## src/rtl/seq_restoring_divider.sv

```systemverilog
// Iterative unsigned restoring divider producing one quotient bit per clock, with a start/busy/done handshake.
// Define DIVIDER_ZERO_SKIP_EN to finish in one cycle when dividend < divisor.
module seq_restoring_divider #(
  parameter int DIVIDEND_W = 8,
  parameter int DIVISOR_W  = 4
) (
  input  logic                  clk,
  input  logic                  rst_n,
  input  logic                  start,
  input  logic [DIVIDEND_W-1:0] dividend,
  input  logic [DIVISOR_W-1:0]  divisor,
  output logic                  busy,
  output logic                  done,
  output logic [DIVIDEND_W-1:0] quotient,
  output logic [DIVISOR_W-1:0]  remainder,
  output logic                  div_by_zero
);

  localparam int CNT_W = $clog2(DIVIDEND_W + 1);

  typedef enum logic [1:0] {IDLE, CALC, DONE} state_t;

  state_t                state_q, state_d;
  logic [DIVIDEND_W-1:0] shift_q, shift_d;
  logic [DIVISOR_W-1:0]  prem_q, prem_d;
  logic [DIVISOR_W-1:0]  dvsr_q, dvsr_d;
  logic [CNT_W-1:0]      cnt_q, cnt_d;
  logic [DIVIDEND_W-1:0] quot_q, quot_d;
  logic [DIVISOR_W-1:0]  rem_q, rem_d;
  logic                  dbz_q, dbz_d;

  logic [DIVISOR_W:0]    pr_sh;
  logic [DIVISOR_W:0]    trial;
  logic                  qbit;
  logic [DIVISOR_W-1:0]  pr_next;
  logic [DIVIDEND_W-1:0] sh_next;

  // The stored partial remainder is always < divisor, so the shifted value
  // fits DIVISOR_W+1 bits and the trial's MSB is a true sign bit.
  always_comb begin
    pr_sh   = {prem_q, shift_q[DIVIDEND_W-1]};
    trial   = pr_sh - {1'b0, dvsr_q};
    qbit    = ~trial[DIVISOR_W];
    pr_next = qbit ? trial[DIVISOR_W-1:0] : pr_sh[DIVISOR_W-1:0];
    sh_next = {shift_q[DIVIDEND_W-2:0], qbit};
  end

  always_comb begin
    state_d = state_q;
    shift_d = shift_q;
    prem_d  = prem_q;
    dvsr_d  = dvsr_q;
    cnt_d   = cnt_q;
    quot_d  = quot_q;
    rem_d   = rem_q;
    dbz_d   = dbz_q;
    case (state_q)
      IDLE, DONE: begin
        state_d = IDLE;
        if (start) begin
          if (divisor == '0) begin
            quot_d  = '1;
            rem_d   = '0;
            dbz_d   = 1'b1;
            state_d = DONE;
          end
`ifdef DIVIDER_ZERO_SKIP_EN
          else if (dividend < DIVIDEND_W'(divisor)) begin
            quot_d  = '0;
            rem_d   = dividend[DIVISOR_W-1:0];
            dbz_d   = 1'b0;
            state_d = DONE;
          end
`endif
          else begin
            shift_d = dividend;
            dvsr_d  = divisor;
            prem_d  = '0;
            cnt_d   = CNT_W'(DIVIDEND_W);
            state_d = CALC;
          end
        end
      end
      CALC: begin
        shift_d = sh_next;
        prem_d  = pr_next;
        cnt_d   = cnt_q - CNT_W'(1);
        if (cnt_q == CNT_W'(1)) begin
          quot_d  = sh_next;
          rem_d   = pr_next;
          dbz_d   = 1'b0;
          state_d = DONE;
        end
      end
      default: state_d = IDLE;
    endcase
  end

  always_ff @(posedge clk or negedge rst_n) begin
    if (!rst_n) begin
      state_q <= IDLE;
      shift_q <= '0;
      prem_q  <= '0;
      dvsr_q  <= '0;
      cnt_q   <= '0;
      quot_q  <= '0;
      rem_q   <= '0;
      dbz_q   <= 1'b0;
    end else begin
      state_q <= state_d;
      shift_q <= shift_d;
      prem_q  <= prem_d;
      dvsr_q  <= dvsr_d;
      cnt_q   <= cnt_d;
      quot_q  <= quot_d;
      rem_q   <= rem_d;
      dbz_q   <= dbz_d;
    end
  end

  assign busy        = (state_q == CALC);
  assign done        = (state_q == DONE);
  assign quotient    = quot_q;
  assign remainder   = rem_q;
  assign div_by_zero = dbz_q;

endmodule

```

## config.mk

```make
export PLATFORM = sky130hd
export DESIGN_NAME = seq_restoring_divider
export DESIGN_NICKNAME = d
export VERILOG_FILES = /design/src/rtl/seq_restoring_divider.sv
export SDC_FILE = /design/constraint.sdc
export NUM_CORES = 1
export LEC_CHECK = 0
export CAP_MARGIN = 20
export CORE_MARGIN = 2
export CORE_UTILIZATION = 35
export CTS_BUF_LIST = sky130_fd_sc_hd__clkbuf_16
export CTS_CLUSTER_SIZE = 12
export DETAILED_ROUTE_END_ITERATION = 16
export SETUP_SLACK_MARGIN = 0.1
export SLEW_MARGIN = 30
export SYNTH_ARGS = -nofsm -noshare
export SYNTH_HDL_FRONTEND = slang
export SYNTH_SLANG_ARGS = --single-unit
```

## constraint.sdc

```tcl
create_clock -name clk -period 5.6 [get_ports clk]
set_input_delay 0.56 -clock clk [delete_from_list [all_inputs] [get_ports clk]]
set_output_delay 0.56 -clock clk [all_outputs]
set_load 0.01 [all_outputs]
```

==> results.txt <==
The flow ran to the end, and the final reports show no timing, DRC or antenna violations. Across the run, the number of max-cap violations was 0. Counting every sink on the clock net gives 35. In this run, synthesis inferred 0 flip-flops with an integrated enable.

The classification of the worst-slack hold path was reg -> reg. At the later pin of the worst-skew pair, clock insertion delay measures 0.28 ns. The post-route standard cell area excluding fillers is 2130 um^2. For this run, the post-layout net count is 201. The run gives 2.10 ns as the arrival time reported for the critical path endpoint. Counting the fill cells in the layout gives 390. After synthesis the netlist holds a flip-flop and latch count of 35. In this run the critical register-to-register path is captured at remainder[2]. Yosys printed 0 warnings. Number of port buffers: 29. The number of iterations in the first detailed-routing pass is 4, and the cell area reported after detailed placement is 1960 um^2. After clock tree synthesis, the clock-pin slew on the worst setup and hold paths is 0.05 ns.

The via count of the first global-routing pass was 1214. The first global-routing pass estimated 5890 um of wire. The die is 72.3 um wide. Adding up every negative setup slack in the final design gives 0 ns. The worst-margin pin slew came out at 0.598 ns. In the final layout, flip-flops and latches occupy 876 um^2. The synthesized netlist occupies a cell area of 1630 um^2. For the number of antenna-violating nets in the routed design, the log shows 0. The residual DRC count came out at 0. The placer's final routability congestion estimate was 0.820. The total I/O pin count was 30. The signed area change from the synthesized netlist to the final layout came out at 30.3%.

For the buffers inserted during post-CTS setup optimization, the log shows 0. The worst register-to-register path begins at shift_q[7]. Largest driver fanout on the critical path: 20.

In the post-synthesis netlist, the cell with the most instances is sky130_fd_sc_hd__dfrtp_1. In the synthesized netlist the dominant register cell turns out to be sky130_fd_sc_hd__dfrtp_1. The number of endpoints with negative hold slack in the final report is 0, and the distinct cell type count of the synthesized netlist is 30.

The area share of the largest cell type after synthesis is 0.536. Hold repair after CTS inserted 0 buffers. Minimum clock period: 2.66 ns. The logs give 148 for the synthesized netlist cell count and 2 for the buffer levels on the longest clock path. Across the VDD grid, the largest voltage drop is 308 uV.

The async set or reset register ratio after synthesis was 1.00. In the synthesized netlist, the cells that appear most often are 35 x sky130_fd_sc_hd__dfrtp_1, 20 x sky130_fd_sc_hd__nand2_1, 14 x sky130_fd_sc_hd__o21ai_0. For the starting density of the core, the log shows 0.370. The tools report the initial antenna violation count as 0. The end point of the worst hold path was cnt_q[3]. The launching element type of the critical path was a register.

The initialized floorplan defines 24 standard-cell rows. The design draws 1.43 mW. The tools report the area occupied by multi-input gates as 673 um^2. STA classifies the critical path endpoint as an output port. The critical path goes through nand2b_1 -> inv_1 -> clkdlybuf4s50_1.

The logs give 376 MHz for the maximum operating frequency and 0 for the number of resized instances in the post-cts repair step. The share of cells above drive strength 1 is 0.122. Synthesized netlist net count: 170. TritonCTS created 5 clock buffers. In this run, the number of DRC markers left after iteration 0 of detailed routing was 63. The die covers 5230 um^2.

The setup skew after layout is 0.00264 ns. Setup repair after global routing left no endpoint under its margin. The average cell area after synthesis works out to 11.0 um^2. After legalization and detailed placement, the total HPWL measured 2390 um.

For the worst flop-to-flop path, the logic depth is 8. The final routed wire length divided by cell count is 14.9 um, and the maximum number of pins on one net before global-route repair is 36. The period utilization came out at 0.475. The tools report the worst min-delay path startpoint as cnt_q[3].

The share of the core filled with cells in the final layout was 0.482; the count of final setup violators was 0. The normalized max-slew margin is 0.601, and the antenna diode count is 0. The largest area contributor in the netlist is sky130_fd_sc_hd__dfrtp_1.

Critical path class: reg -> out. The cell at the root of the clock tree was sky130_fd_sc_hd__clkbuf_16. The average via count per standard cell works out to 5.15.

Number of pins exceeding their max-slew limit in the final report: 0. By area the synthesized netlist is led by sky130_fd_sc_hd__dfrtp_1 54%, sky130_fd_sc_hd__mux2i_1 6.1%, sky130_fd_sc_hd__ha_1 4.6%. CTS built an H-tree with a depth of 2. Count of cells along the worst hold path: 1. From bottom edge to top edge, the die measures 72.3 um. Summed over all cells, the static leakage comes to 0.914 nW.

TritonCTS built the clock tree. The total track usage was 0.150; the via count of the routed design was 1194. The largest single stage delay on the critical path is 0.64 ns. The share of synthesized area occupied by flip-flops and latches came out at 0.536.

The slowest cell on the critical path was sky130_fd_sc_hd__clkdlybuf4s50_1. The floorplan step defined a core boundary enclosing 4410 um^2. The final wirelength is 3460 um. Data on the critical path is required at its endpoint by 5.04 ns. Across all register-to-register paths, the minimum setup slack is 3.20 ns. The total overflow left after global routing is 0. Dividing total power by cell area gives a power density of 672 nW/um^2.
[how the worst max path moves through the flow]
stage	cells past startpoint	start	to
floorplan	8	shift_q[7]	prem_q[0]
global placement	8	shift_q[7]	remainder[2]
detailed placement	8	shift_q[7]	remainder[2]
CTS	3	state_q[1]	busy
global route	3	state_q[1]	busy
finish	3	state_q[1]	busy
[kinds of logic (layout without fill, tap and decap cells)]
kind of cell    after synthesis  after routing  share of synthesized area
mux                          13             13                     0.0820
buf+inv                      19             51                     0.0513
flops                        35             35                      0.536
simple gates                 34             34                      0.101
xor+xnor                      4              4                     0.0261
compound gates               36             36                      0.145
fa+ha+maj                     7              7                     0.0582
[area by class of cell]
cell class,instances,share of cell area
sequential,35,0.412
clock buffer,5,0.0588
tap,52,0.0306
inverter,12,0.0212
clock inverter,3,0.0182
timing repair buffer,31,0.143
multi-input combinational,94,0.316
[metal layers]
metal / vias up / part of all wire / global-route usage
met5: - / 0 / 0
met4: 0 / 0.014 / 0.0503
met3: 6 / 0.047 / 0.0528
met2: 25 / 0.50 / 0.242
met1: 595 / 0.44 / 0.187
li1: 568 / - / -
[registers in the layout (all words and copies together) (netlist names)]
| signal | cells |
|---|---|
| shift_q | 8 |
| remainder | 4 |
| div_by_zero | 1 |
| prem_q | 4 |
| quotient | 8 |
| state_q | 2 |
| dvsr_q | 4 |
| cnt_q | 4 |
[cell usage in the layout, fill, tap and decap left out, types with 2 or more instances in the layout]
| cell | Yosys | layout |
|---|---|---|
| sky130_fd_sc_hd__dfrtp_1 | 35 | 35 |
| sky130_fd_sc_hd__clkdlybuf4s50_1 | 0 | 29 |
| sky130_fd_sc_hd__nand2_1 | 20 | 20 |
| sky130_fd_sc_hd__o21ai_0 | 14 | 14 |
| sky130_fd_sc_hd__inv_1 | 12 | 12 |
| sky130_fd_sc_hd__mux2i_1 | 10 | 10 |
| sky130_fd_sc_hd__o22ai_1 | 10 | 10 |
| sky130_fd_sc_hd__ha_1 | 6 | 6 |
| sky130_fd_sc_hd__o22a_2 | 5 | 5 |
| sky130_fd_sc_hd__clkbuf_16 | 0 | 5 |
| sky130_fd_sc_hd__nor2_1 | 4 | 4 |
| sky130_fd_sc_hd__o22a_1 | 3 | 3 |
| sky130_fd_sc_hd__mux2_2 | 3 | 3 |
| sky130_fd_sc_hd__nand2b_1 | 2 | 2 |
| sky130_fd_sc_hd__nor4_1 | 2 | 2 |
| sky130_fd_sc_hd__a21oi_1 | 2 | 2 |
| sky130_fd_sc_hd__xor2_1 | 2 | 2 |
| sky130_fd_sc_hd__buf_4 | 1 | 2 |
[worst max-delay path, delay by kind of cell (launching register included)]
kind          cells  cell delay [ns]
simple gates      1             0.33
flops             1             0.36
buf+inv           2             1.12
[stage by stage]
| step | worst slack, ns | std cells | hold WS (ns) |
|---|---|---|---|
| 2_1_floorplan | 3.46 | 148 | 0.264 |
| 3_3_place_gp | 3.19 | 224 | 0.472 |
| 3_5_place_dp | 3.18 | 224 | 0.481 |
| 4_1_cts | 2.95 | 232 | 0.491 |
| 5_1_grt | 2.79 | 232 | 0.510 |
| 6_report | 2.94 | 232 | 0.486 |
[where the power goes]
part           internal [mW]  switching [mW]
registers              0.379          0.0808
logic                  0.327           0.335
clock network          0.207          0.0997
No activity file was read; power rests on OpenSTA's default activity.
